==> src/rtl/rs_pkg.sv <==
// Shared constants and GF(2^8) helpers for the RS(N, N-4) encoder/decoder chain.
package rs_pkg;

   localparam int unsigned RS_M    = 8;
   localparam int unsigned RS_NPAR = 4;

   localparam logic [8:0] RS_PRIM = 9'h11D;

   // g(x) = x^4 + G3 x^3 + G2 x^2 + G1 x + G0, roots alpha^0..alpha^3
   localparam logic [7:0] RS_G0 = 8'h40;
   localparam logic [7:0] RS_G1 = 8'h78;
   localparam logic [7:0] RS_G2 = 8'h36;
   localparam logic [7:0] RS_G3 = 8'h0F;

   // One-hot encoder states
   localparam logic [2:0] S_IDLE = 3'b001;
   localparam logic [2:0] S_MSG  = 3'b010;
   localparam logic [2:0] S_PAR  = 3'b100;

   // Shift-and-add multiply in GF(2^8) reduced by RS_PRIM
   function automatic logic [7:0] gf_mul(input logic [7:0] a, input logic [7:0] b);
      logic [7:0] acc;
      logic [7:0] sh;
      acc = 8'h00;
      sh  = a;
      for (int i = 0; i < 8; i++) begin
         if (b[i]) acc = acc ^ sh;
         sh = sh[7] ? (8'(sh << 1) ^ RS_PRIM[7:0]) : 8'(sh << 1);
      end
      return acc;
   endfunction

endpackage

==> src/rtl/gf2m8_multi.sv <==
// Combinational GF(2^8) multiplier, z_c = x * y mod 0x11D.
module gf2m8_multi
   import rs_pkg::*;
(
   input  logic [7:0] x,
   input  logic [7:0] y,
   output logic [7:0] z_c
);

   // Field product
   always_comb z_c = gf_mul(x, y);

endmodule

==> src/rtl/s0_rs_enc.sv <==
// Systematic RS encoder: passes K message symbols through, then appends p3..p0.
module s0_rs_enc
   import rs_pkg::*;
#(
   parameter int unsigned K = 251
)
(
   input  logic       clk,
   input  logic       rst,
   input  logic       in_vld,
   input  logic [7:0] in_sym,
   output logic       in_rdy,
   output logic       out_vld,
   output logic [7:0] out_sym,
   output logic       out_sop,
   output logic       out_eop,
   output logic       out_par,
   input  logic       out_rdy
);

   localparam logic [7:0] CNT_LAST = 8'(K - 1);
   localparam logic [7:0] PAR_LAST = 8'(RS_NPAR - 1);

   logic [2:0] state, state_nxt;
   logic [7:0] r0, r1, r2, r3;
   logic [7:0] r0_nxt, r1_nxt, r2_nxt, r3_nxt;
   logic [7:0] cnt, cnt_nxt;
   logic       out_vld_nxt, out_sop_nxt, out_eop_nxt, out_par_nxt;
   logic [7:0] out_sym_nxt;

   logic       adv_c;
   logic       acc_c;
   logic [7:0] fb_c;
   logic [7:0] gm_c [RS_NPAR];

   assign adv_c  = out_rdy | ~out_vld;
   assign in_rdy = ~rst & (state != S_PAR) & adv_c;
   assign acc_c  = in_vld & in_rdy;
   assign fb_c   = in_sym ^ r3;

   gf2m8_multi u_mul0 (.x(fb_c), .y(RS_G0), .z_c(gm_c[0]));
   gf2m8_multi u_mul1 (.x(fb_c), .y(RS_G1), .z_c(gm_c[1]));
   gf2m8_multi u_mul2 (.x(fb_c), .y(RS_G2), .z_c(gm_c[2]));
   gf2m8_multi u_mul3 (.x(fb_c), .y(RS_G3), .z_c(gm_c[3]));

   // Next state: LFSR update on message accept, parity drain in PAR
   always_comb begin
      state_nxt   = state;
      r0_nxt      = r0;
      r1_nxt      = r1;
      r2_nxt      = r2;
      r3_nxt      = r3;
      cnt_nxt     = cnt;
      out_vld_nxt = out_vld;
      out_sym_nxt = out_sym;
      out_sop_nxt = out_sop;
      out_eop_nxt = out_eop;
      out_par_nxt = out_par;

      if (adv_c) out_vld_nxt = 1'b0;

      case (state)
         S_IDLE, S_MSG: begin
            if (acc_c) begin
               r3_nxt      = r2 ^ gm_c[3];
               r2_nxt      = r1 ^ gm_c[2];
               r1_nxt      = r0 ^ gm_c[1];
               r0_nxt      = gm_c[0];
               out_vld_nxt = 1'b1;
               out_sym_nxt = in_sym;
               out_sop_nxt = (state == S_IDLE);
               out_eop_nxt = 1'b0;
               out_par_nxt = 1'b0;
               if (cnt == CNT_LAST) begin
                  state_nxt = S_PAR;
                  cnt_nxt   = 8'd0;
               end else begin
                  state_nxt = S_MSG;
                  cnt_nxt   = cnt + 8'd1;
               end
            end
         end
         S_PAR: begin
            if (adv_c) begin
               out_vld_nxt = 1'b1;
               out_sym_nxt = r3;
               out_sop_nxt = 1'b0;
               out_eop_nxt = (cnt == PAR_LAST);
               out_par_nxt = 1'b1;
               r3_nxt      = r2;
               r2_nxt      = r1;
               r1_nxt      = r0;
               r0_nxt      = 8'h00;
               if (cnt == PAR_LAST) begin
                  r3_nxt    = 8'h00;
                  r2_nxt    = 8'h00;
                  r1_nxt    = 8'h00;
                  cnt_nxt   = 8'd0;
                  state_nxt = S_IDLE;
               end else begin
                  cnt_nxt = cnt + 8'd1;
               end
            end
         end
         default: begin
            state_nxt = S_IDLE;
            r0_nxt    = 8'h00;
            r1_nxt    = 8'h00;
            r2_nxt    = 8'h00;
            r3_nxt    = 8'h00;
            cnt_nxt   = 8'd0;
         end
      endcase
   end

   // State, LFSR and output register
   always_ff @(posedge clk) begin
      if (rst) begin
         state   <= S_IDLE;
         r0      <= 8'h00;
         r1      <= 8'h00;
         r2      <= 8'h00;
         r3      <= 8'h00;
         cnt     <= 8'd0;
         out_vld <= 1'b0;
         out_sym <= 8'h00;
         out_sop <= 1'b0;
         out_eop <= 1'b0;
         out_par <= 1'b0;
      end else begin
         state   <= state_nxt;
         r0      <= r0_nxt;
         r1      <= r1_nxt;
         r2      <= r2_nxt;
         r3      <= r3_nxt;
         cnt     <= cnt_nxt;
         out_vld <= out_vld_nxt;
         out_sym <= out_sym_nxt;
         out_sop <= out_sop_nxt;
         out_eop <= out_eop_nxt;
         out_par <= out_par_nxt;
      end
   end

endmodule

==> config.mk <==
export PLATFORM = sky130hd
export DESIGN_NAME = s0_rs_enc
export DESIGN_NICKNAME = d
export VERILOG_FILES = /design/src/rtl/rs_pkg.sv /design/src/rtl/gf2m8_multi.sv /design/src/rtl/s0_rs_enc.sv
export SDC_FILE = /design/constraint.sdc
export NUM_CORES = 1
export LEC_CHECK = 0
export CORE_AREA = 8 8 168 170
export CTS_CLUSTER_SIZE = 30
export DETAILED_ROUTE_END_ITERATION = 8
export DIE_AREA = 0 0 176 178
export SETUP_SLACK_MARGIN = 0.15
export SYNTH_ARGS = -nofsm -noshare
export SYNTH_HDL_FRONTEND = slang
export SYNTH_HIERARCHICAL = 1
export SYNTH_SLANG_ARGS = --single-unit
export TNS_END_PERCENT = 30
==> constraint.sdc <==
create_clock -name clk -period 5.1 [get_ports clk]
set_input_delay 1.02 -clock clk [delete_from_list [all_inputs] [get_ports clk]]
set_output_delay 1.02 -clock clk [all_outputs]
set_load 0.005 [all_outputs]
==> results.yml, run 1 <==
run_status:
  status: "complete, no violations"
critical_path:
  r2r_start: "r3[6]"
  arrival_ns: 4.00
  rr_worst_depth: 11
  critPathMaxFanout: 25
  worst_setup_path_start_kind: "input pin"
  cp_data_required_time_ns: 5.28
  worst_setup_path_end_kind: "flop"
  path_class: "input pin to flop"
  r2r-end: "r1[4]"
  r2r_slack_ns: 2.08
final_layout:
  post_route_cells_drive_above_1_share: 0.0729
  syn2layout_area_growth_pct: 12.8
  regArea_um2: 1100
  final_common_cell: "xnor2_1"
  layout_common_cells: "xnor2_1 (219), nand2_1 (214), xor2_1 (98)"
  diodes: 0
  nets: 1083
  num-fill-cells: 2652
  multiInputGateArea_um2: 6540
  fin_util: 0.343
clocking:
  ctsResizeCount: 0
  clock-sinks: 55
  hold_buffers: 0
  cts_tree: "built"
  cts_max_path_buffers: 2
  cts-root-buf: "clkbuf_16"
  htree_levels: 2
  numCtsBuffers: 5
  insertion_delay_ns: 0.30
  cts_setup_buffers: 0
  cts.clk_slew.worst_paths_ns: 0.07
global_route:
  grt_start_max_net_pins: 37
  grt_pass1_wl_um: 32500
  grt_antenna_before_repair: 0
  grt_use_total: 0.124
  grt-ovfl-total: 0
  first_global_vias: 6139
drt:
  firstDrtPassIters: 5
  drc: 0
  ant_nets: 0
  dr.first_iter.drc_count: 388
  vias: 6529
  routedWlPerCell_um: 14.0
  vias_per_cell: 4.65
  finalWirelength_um: 19600
timing:
  hold_ws_ns: 0.469
  clock.fmax_mhz: 261
  slew_violations: 0
  worst_slack_ns: 1.28
  timing.final.crit_share: 0.750
  setup_violations: 0
  slew_headroom: 0.359
  hold_violations: 0
  rsz0062_at_grt: "no"
  finalClockSkew_ns: 0.00430
  fin_crit_ns: 3.82
  setup_tns_ns: 0
  worst_slew_pin_slew_ns: 0.961
place:
  globalplace.congestion: 0.834
  portBuffers: 24
  place_ws_ns: 0.961
  place_hpwl_um: 14800
yosys:
  avgSynthCellArea_um2: 7.55
  syn-cell-area_um2: 7790
  yosysWarningCount: 6
  ys_types: 58
  synth-main-ff-cell: "dfxtp_1"
  synth_cells: 1032
  yosys-top-cells-area: "xnor2_1 (25%), dfxtp_1 (14%), xor2_1 (12%)"
  synth_edf_count: 0
  synth_top_area_frac: 0.246
  synth_top_area_cell: "xnor2_1"
  synthArstFlopShare: 0
  ys_seq_area_frac: 0.141
  synth_seq_cells: 55
floorplanning:
  die_area_um2: 31300
  fp.dieW_um: 176
  start_util: 0.304
  fp-row-count: 59
  fp.dieH_um: 178
  core_area_um2: 25600
  ios: 25
run:
  maxCapViolCount: 0
min_path:
  min_from: "out_eop"
  holdPathEnd: "out_eop"
  hold_depth: 2
  min_path_type: "flop to flop"
[routing by layer]
layer	GRT usage	share of wire	routed length [µm]
met1	0.175	0.51	9940
met2	0.204	0.46	8940
met3	0.00931	0.030	581
met4	0.0226	0.0088	173
met5	0	0	0
[worst max path at each step]
stage | from | endpoint
after floorplan | in_sym[7] | r1[2]
after global placement | in_sym[4] | r3[5]
after detailed placement | in_sym[6] | r1[4]
after CTS | in_sym[6] | r1[4]
after global routing | in_sym[7] | r1[2]
final | in_sym[4] | r3[5]
[state kept, by name (all words and copies together), names as in the netlist]
register / count
out_sym: 8
r0: 8
r3: 8
out_eop: 1
r1: 8
cnt: 8
r2: 8
out_sop: 1
out_vld: 1
state: 3
out_par: 1
[worst max-delay path, stage by stage]
cell and delay, ns:
clkdlybuf4s50_1 0.59, xor2_4 0.44, buf_4 0.41, nand2_1 0.09
nand2_1 0.07, o22ai_1 0.08, a222oi_1 0.52, xor2_1 0.30
xnor2_1 0.13, xor2_1 0.15, a22oi_1 0.13, o2bb2ai_1 0.07
[cells in the mapped netlist (3+ instances only)]
| cell | n |
|---|---|
| xor2_1 | 106 |
| nor3_1 | 4 |
| nor2_1 | 56 |
| o2bb2ai_1 | 27 |
| a21oi_1 | 30 |
| nand2b_1 | 12 |
| a211oi_1 | 7 |
| a31oi_1 | 7 |
| o22ai_1 | 7 |
| o21ai_0 | 4 |
| buf_1 | 6 |
| or3_1 | 3 |
| nand2_1 | 214 |
| nand3_1 | 15 |
| nand3b_1 | 3 |
| a22oi_1 | 34 |
| buf_2 | 18 |
| o21ai_1 | 7 |
| xor2_2 | 12 |
| nor4b_1 | 4 |
| or4_1 | 5 |
| clkbuf_1 | 38 |
| mux2i_1 | 23 |
| buf_4 | 22 |
| nor2b_1 | 11 |
| dfxtp_1 | 55 |
| inv_1 | 18 |
| nor4_1 | 8 |
| nor3b_1 | 3 |
| a32o_1 | 3 |
| mux2_2 | 4 |
| a311oi_1 | 3 |
| a222oi_1 | 3 |
| xor2_4 | 9 |
| xnor2_1 | 219 |
| inv_2 | 3 |
[layout make-up]
class                      count  share of cell area
tap                          335              0.0477
multi-input combinational    935               0.744
inverter                      22             0.00939
sequential                    55               0.125
clock buffer                   6              0.0147
timing repair buffer          50              0.0524
clock inverter                 2             0.00683
[stage by stage]
step	instances	instance area [µm²]
6_report	1405	8790
3_3_place_gp	1397	8610
3_5_place_dp	1397	8610
2_1_floorplan	1098	8040
4_1_cts	1405	8790
5_1_grt	1405	8790
[logic make-up (layout without fill, tap and decap cells)]
group	after synthesis	in the layout	share of synthesized area
buf+inv	108	80	0.0674
simple gates	349	349	0.197
fa+ha+maj	2	2	0.00321
compound gates	142	142	0.130
flops	55	55	0.141
other cells	2	68	0.000964
xor+xnor	347	347	0.425
mux	27	27	0.0353
Power of run 1 is not shown: default switching activity piles up to over one toggle a cycle in this logic, so the estimate is an artifact.
==> inputs of run 2 (changes only) <==
Clock period 5.1 ns to 3.95 ns, I/O delays scaled along.
==> run 2 against run 1 <==
Net effect:
- count of clock-buffer cells in the layout unchanged
- clock skew rose by 0.0062 ns
- final cell count increased by 0.50%
- die area is the same
- flip-flop and latch count did not move
- via count grew 1.8%
==> results.yml, run 2 (same netlist as run 1, synthesis figures left out) <==
drt:
  drc: 0
  dr.first_iter.drc_count: 464
  routedWlPerCell_um: 14.0
  vias: 6647
  firstDrtPassIters: 5
  vias_per_cell: 4.71
  ant_nets: 0
  finalWirelength_um: 19700
critical_path:
  path_class: "input pin to flop"
  cp_data_required_time_ns: 4.13
  critPathMaxFanout: 15
  worst_setup_path_start_kind: "input pin"
  worst_setup_path_end_kind: "flop"
  arrival_ns: 3.57
clocking:
  insertion_delay_ns: 0.30
  ctsResizeCount: 0
  cts_tree: "built"
  clock-sinks: 55
  numCtsBuffers: 5
  cts_max_path_buffers: 2
  cts_setup_buffers: 0
  cts.clk_slew.worst_paths_ns: 0.07
  htree_levels: 2
  cts-root-buf: "clkbuf_16"
  hold_buffers: 0
place:
  place_hpwl_um: 14600
  placed_cells: 1404
  globalplace.congestion: 0.846
  portBuffers: 24
timing:
  worst_slew_pin_slew_ns: 0.763
  slew_violations: 0
  hold_ws_ns: 0.468
  hold_violations: 0
  rsz0062_at_grt: "no"
  clock.fmax_mhz: 295
  finalClockSkew_ns: 0.0105
  timing.final.crit_share: 0.858
  fin_crit_ns: 3.39
  setup_tns_ns: 0
  slew_headroom: 0.491
  setup_violations: 0
final_layout:
  stdcell_count: 1412
  syn2layout_area_growth_pct: 13.7
  nets: 1090
  fin_util: 0.346
  final_common_cell: "xnor2_1"
  diodes: 0
  layout_common_cells: "xnor2_1 (219), nand2_1 (214), xor2_1 (98)"
  num-fill-cells: 2680
  post_route_cells_drive_above_1_share: 0.0789
floorplanning:
  ios: 25
  core_area_um2: 25600
  start_util: 0.304
  fp.dieW_um: 176
  die_area_um2: 31300
  fp-row-count: 59
  fp.dieH_um: 178
min_path:
  min_path_type: "flop to flop"
run_status:
  status: "complete, no violations"
global_route:
  grt-ovfl-total: 0
  first_global_vias: 6276
  grt_use_total: 0.125
  grt_start_max_net_pins: 37
  grt_pass1_wl_um: 32800
  grt_antenna_before_repair: 0
run:
  maxCapViolCount: 0
-- run 2: cell types whose count changed in the layout (fill, tap and decap cells not counted), sizes merged --
| cell | before | now |
|---|---|---|
| clkinvlp | 0 | 1 |
| buf | 26 | 33 |
| clkinv | 1 | 2 |
| bufinv | 2 | 0 |
-- run 2: per-stage QoR --
step	setup WS (ns)	area, µm²
floorplan	0.517	8040
global placement	0.270	8720
detailed placement	0.284	8720
CTS	0.587	8860
global route	0.388	8860
finish	0.560	8860
-- run 2: final cells by class --
type	instances	area [µm²]	share of cell area
well taps	335	419	0.0473
multi-input cells	935	6540	0.738
flip-flops and latches	55	1100	0.124
inverters	22	82.6	0.00932
repair buffers	57	576	0.0649
clock buffers	6	129	0.0145
clock inverters	2	12.5	0.00141
-- run 2: metal layers --
| metal | up-vias | GRT usage | part of all wire | wire (µm) |
|---|---|---|---|---|
| met5 | - | 0 | 0 | 0 |
| li1 | 3372 | - | - | - |
| met2 | 126 | 0.216 | 0.48 | 9390 |
| met4 | 0 | 0.0170 | 0.0084 | 165 |
| met3 | 12 | 0.00847 | 0.032 | 626 |
| met1 | 3137 | 0.172 | 0.48 | 9530 |
-- run 2: worst paths after layout --
kind,from,endpoint,slack (ns),depth (start not counted)
worst min register to register,out_eop,out_eop,0.47,2
worst max-delay path,in_sym[4],r1[6],0.56,12
worst max register to register,r3[4],r1[6],1.16,11
worst min-delay path,out_eop,out_eop,0.47,2
-- run 2: worst max-delay path, cell delays in order --
cell and delay, ns:
clkdlybuf4s50_1 0.57, xor2_4 0.26, buf_4 0.30, xnor2_1 0.17, xnor2_1 0.34, nand2_1 0.12, xnor2_1 0.15, xnor2_1 0.30
xnor2_1 0.13, xor2_1 0.15, a22oi_1 0.20, o2bb2ai_1 0.08
Power of run 2 is left out for the same reason.
==> inputs of run 3 (changes only) <==
Settings changed: CAP_MARGIN set to 20, CORE_AREA 8 8 168 170 to 8 8 214 134, DIE_AREA 0 0 176 178 to 0 0 222 142.
==> run 3 against run 2 <==
Net effect:
- non-clock buffer count increased by 2
- sequential share of layout area shrank 0.13 points
- die area increased by 0.63%
- critical path depth did not move
- largest cell class unchanged
==> results.yml, run 3 (same netlist as run 1, synthesis figures left out) <==
critical_path:
  crit_path_end: "r2[4]"
  slowest_stage: "clkdlybuf4s50_1"
  r2r-end: "r2[4]"
  arrival_ns: 3.62
  critPathMaxFanout: 16
  worst_setup_path_start_kind: "input pin"
  crit_path_cell_trace: "clkdlybuf4s50_1 -> xor2_4 -> buf_12 -> xor2_4 -> xor2_2 -> mux2i_1 -> mux2i_1 -> xnor2_1 -> xnor2_1 -> xor2_1 -> a22oi_1 -> o2bb2ai_1"
  cp_data_required_time_ns: 4.13
  worst_setup_path_end_kind: "flop"
  r2r_slack_ns: 1.04
  path_class: "input pin to flop"
  critPathLaunch: "in_sym[7]"
  r2r_start: "r3[6]"
  max_stage_delay_ns: 0.59
  rr_worst_depth: 11
floorplanning:
  fp.dieH_um: 142
  fp-row-count: 46
  die_area_um2: 31500
  fp.dieW_um: 222
  core_area_um2: 25700
  ios: 25
  start_util: 0.303
clocking:
  cts_setup_buffers: 0
  hold_buffers: 0
  cts-root-buf: "clkbuf_16"
  cts_max_path_buffers: 2
  numCtsBuffers: 5
  clock-sinks: 55
  ctsResizeCount: 0
  insertion_delay_ns: 0.30
  cts_tree: "built"
  htree_levels: 2
  cts.clk_slew.worst_paths_ns: 0.08
final_layout:
  diodes: 0
  final_common_cell: "xnor2_1"
  regArea_um2: 1100
  multiInputGateArea_um2: 6540
  post_route_cells_drive_above_1_share: 0.0816
  layout_common_cells: "xnor2_1 (219), nand2_1 (214), xor2_1 (98)"
  syn2layout_area_growth_pct: 14.9
  num-fill-cells: 2662
  nets: 1092
timing:
  slew_violations: 0
  worst_slack_ns: 0.506
  worst_slew_pin_slew_ns: 0.531
  slew_headroom: 0.641
  clock.fmax_mhz: 290
  hold_ws_ns: 0.484
  fin_crit_ns: 3.44
  rsz0062_at_grt: "no"
  setup_violations: 0
  timing.final.crit_share: 0.872
  setup_tns_ns: 0
  finalClockSkew_ns: 0.00902
  hold_violations: 0
place:
  portBuffers: 24
  globalplace.congestion: 0.865
  place_ws_ns: 0.238
  place_hpwl_um: 16500
global_route:
  grt-ovfl-total: 0
  grt_antenna_before_repair: 0
  grt_use_total: 0.135
  grt_pass1_wl_um: 34700
  first_global_vias: 5986
  grt_start_max_net_pins: 34
drt:
  vias_per_cell: 4.80
  firstDrtPassIters: 5
  dr.first_iter.drc_count: 595
  finalWirelength_um: 21900
  ant_nets: 0
  drc: 0
  routedWlPerCell_um: 15.5
  vias: 6788
run:
  maxCapViolCount: 0
run_status:
  status: "complete, no violations"
min_path:
  min_path_type: "flop to flop"
-- run 3: cell types whose count changed in the layout (fill, tap and decap cells not counted), sizes merged --
cell | previous run | this run
clkinvlp | 1 | 0
clkinv | 2 | 1
bufinv | 0 | 1
inv | 21 | 22
buf | 33 | 35
-- run 3: worst max-delay path: cells and delay by family --
kind,cells,cell delay (ns)
xor+xnor,6,1.39
mux,2,0.31
compound gates,2,0.28
buf+inv,2,0.82
-- run 3: stage by stage --
stage	cells	area, µm²	utilization
after floorplan	1098	8040	-
after global placement	1407	8770	0.341
after detailed placement	1407	8770	0.341
after CTS	1415	8950	0.348
after global routing	1415	8950	0.348
final	1415	8950	0.348
-- run 3: layer usage --
metal	track usage	share of wire	vias up
li1	-	-	3370
met1	0.223	0.55	3209
met2	0.182	0.38	204
met3	0.0193	0.065	5
met4	0.0101	0.0018	0
met5	0	0	-
-- run 3: layout make-up --
class | count | area share
Clock inverter | 2 | 0.00433
Inverter | 22 | 0.00922
Timing Repair Buffer | 59 | 0.0702
Tap cell | 336 | 0.0470
Multi-Input combinational cell | 935 | 0.731
Clock buffer | 6 | 0.0155
Sequential cell | 55 | 0.123
-- run 3: worst min path at each step --
stage / startpoint / endpoint / cells past startpoint / slack [ns]
detailed placement: out_sop / out_sop / 2 / 0.48
floorplan: out_eop / out_eop / 2 / 0.46
global placement: out_sop / out_sop / 2 / 0.46
finish: out_sop / out_sop / 2 / 0.48
CTS: out_sop / out_sop / 2 / 0.49
global route: out_sop / out_sop / 2 / 0.51
Power of run 3 is left out for the same reason.
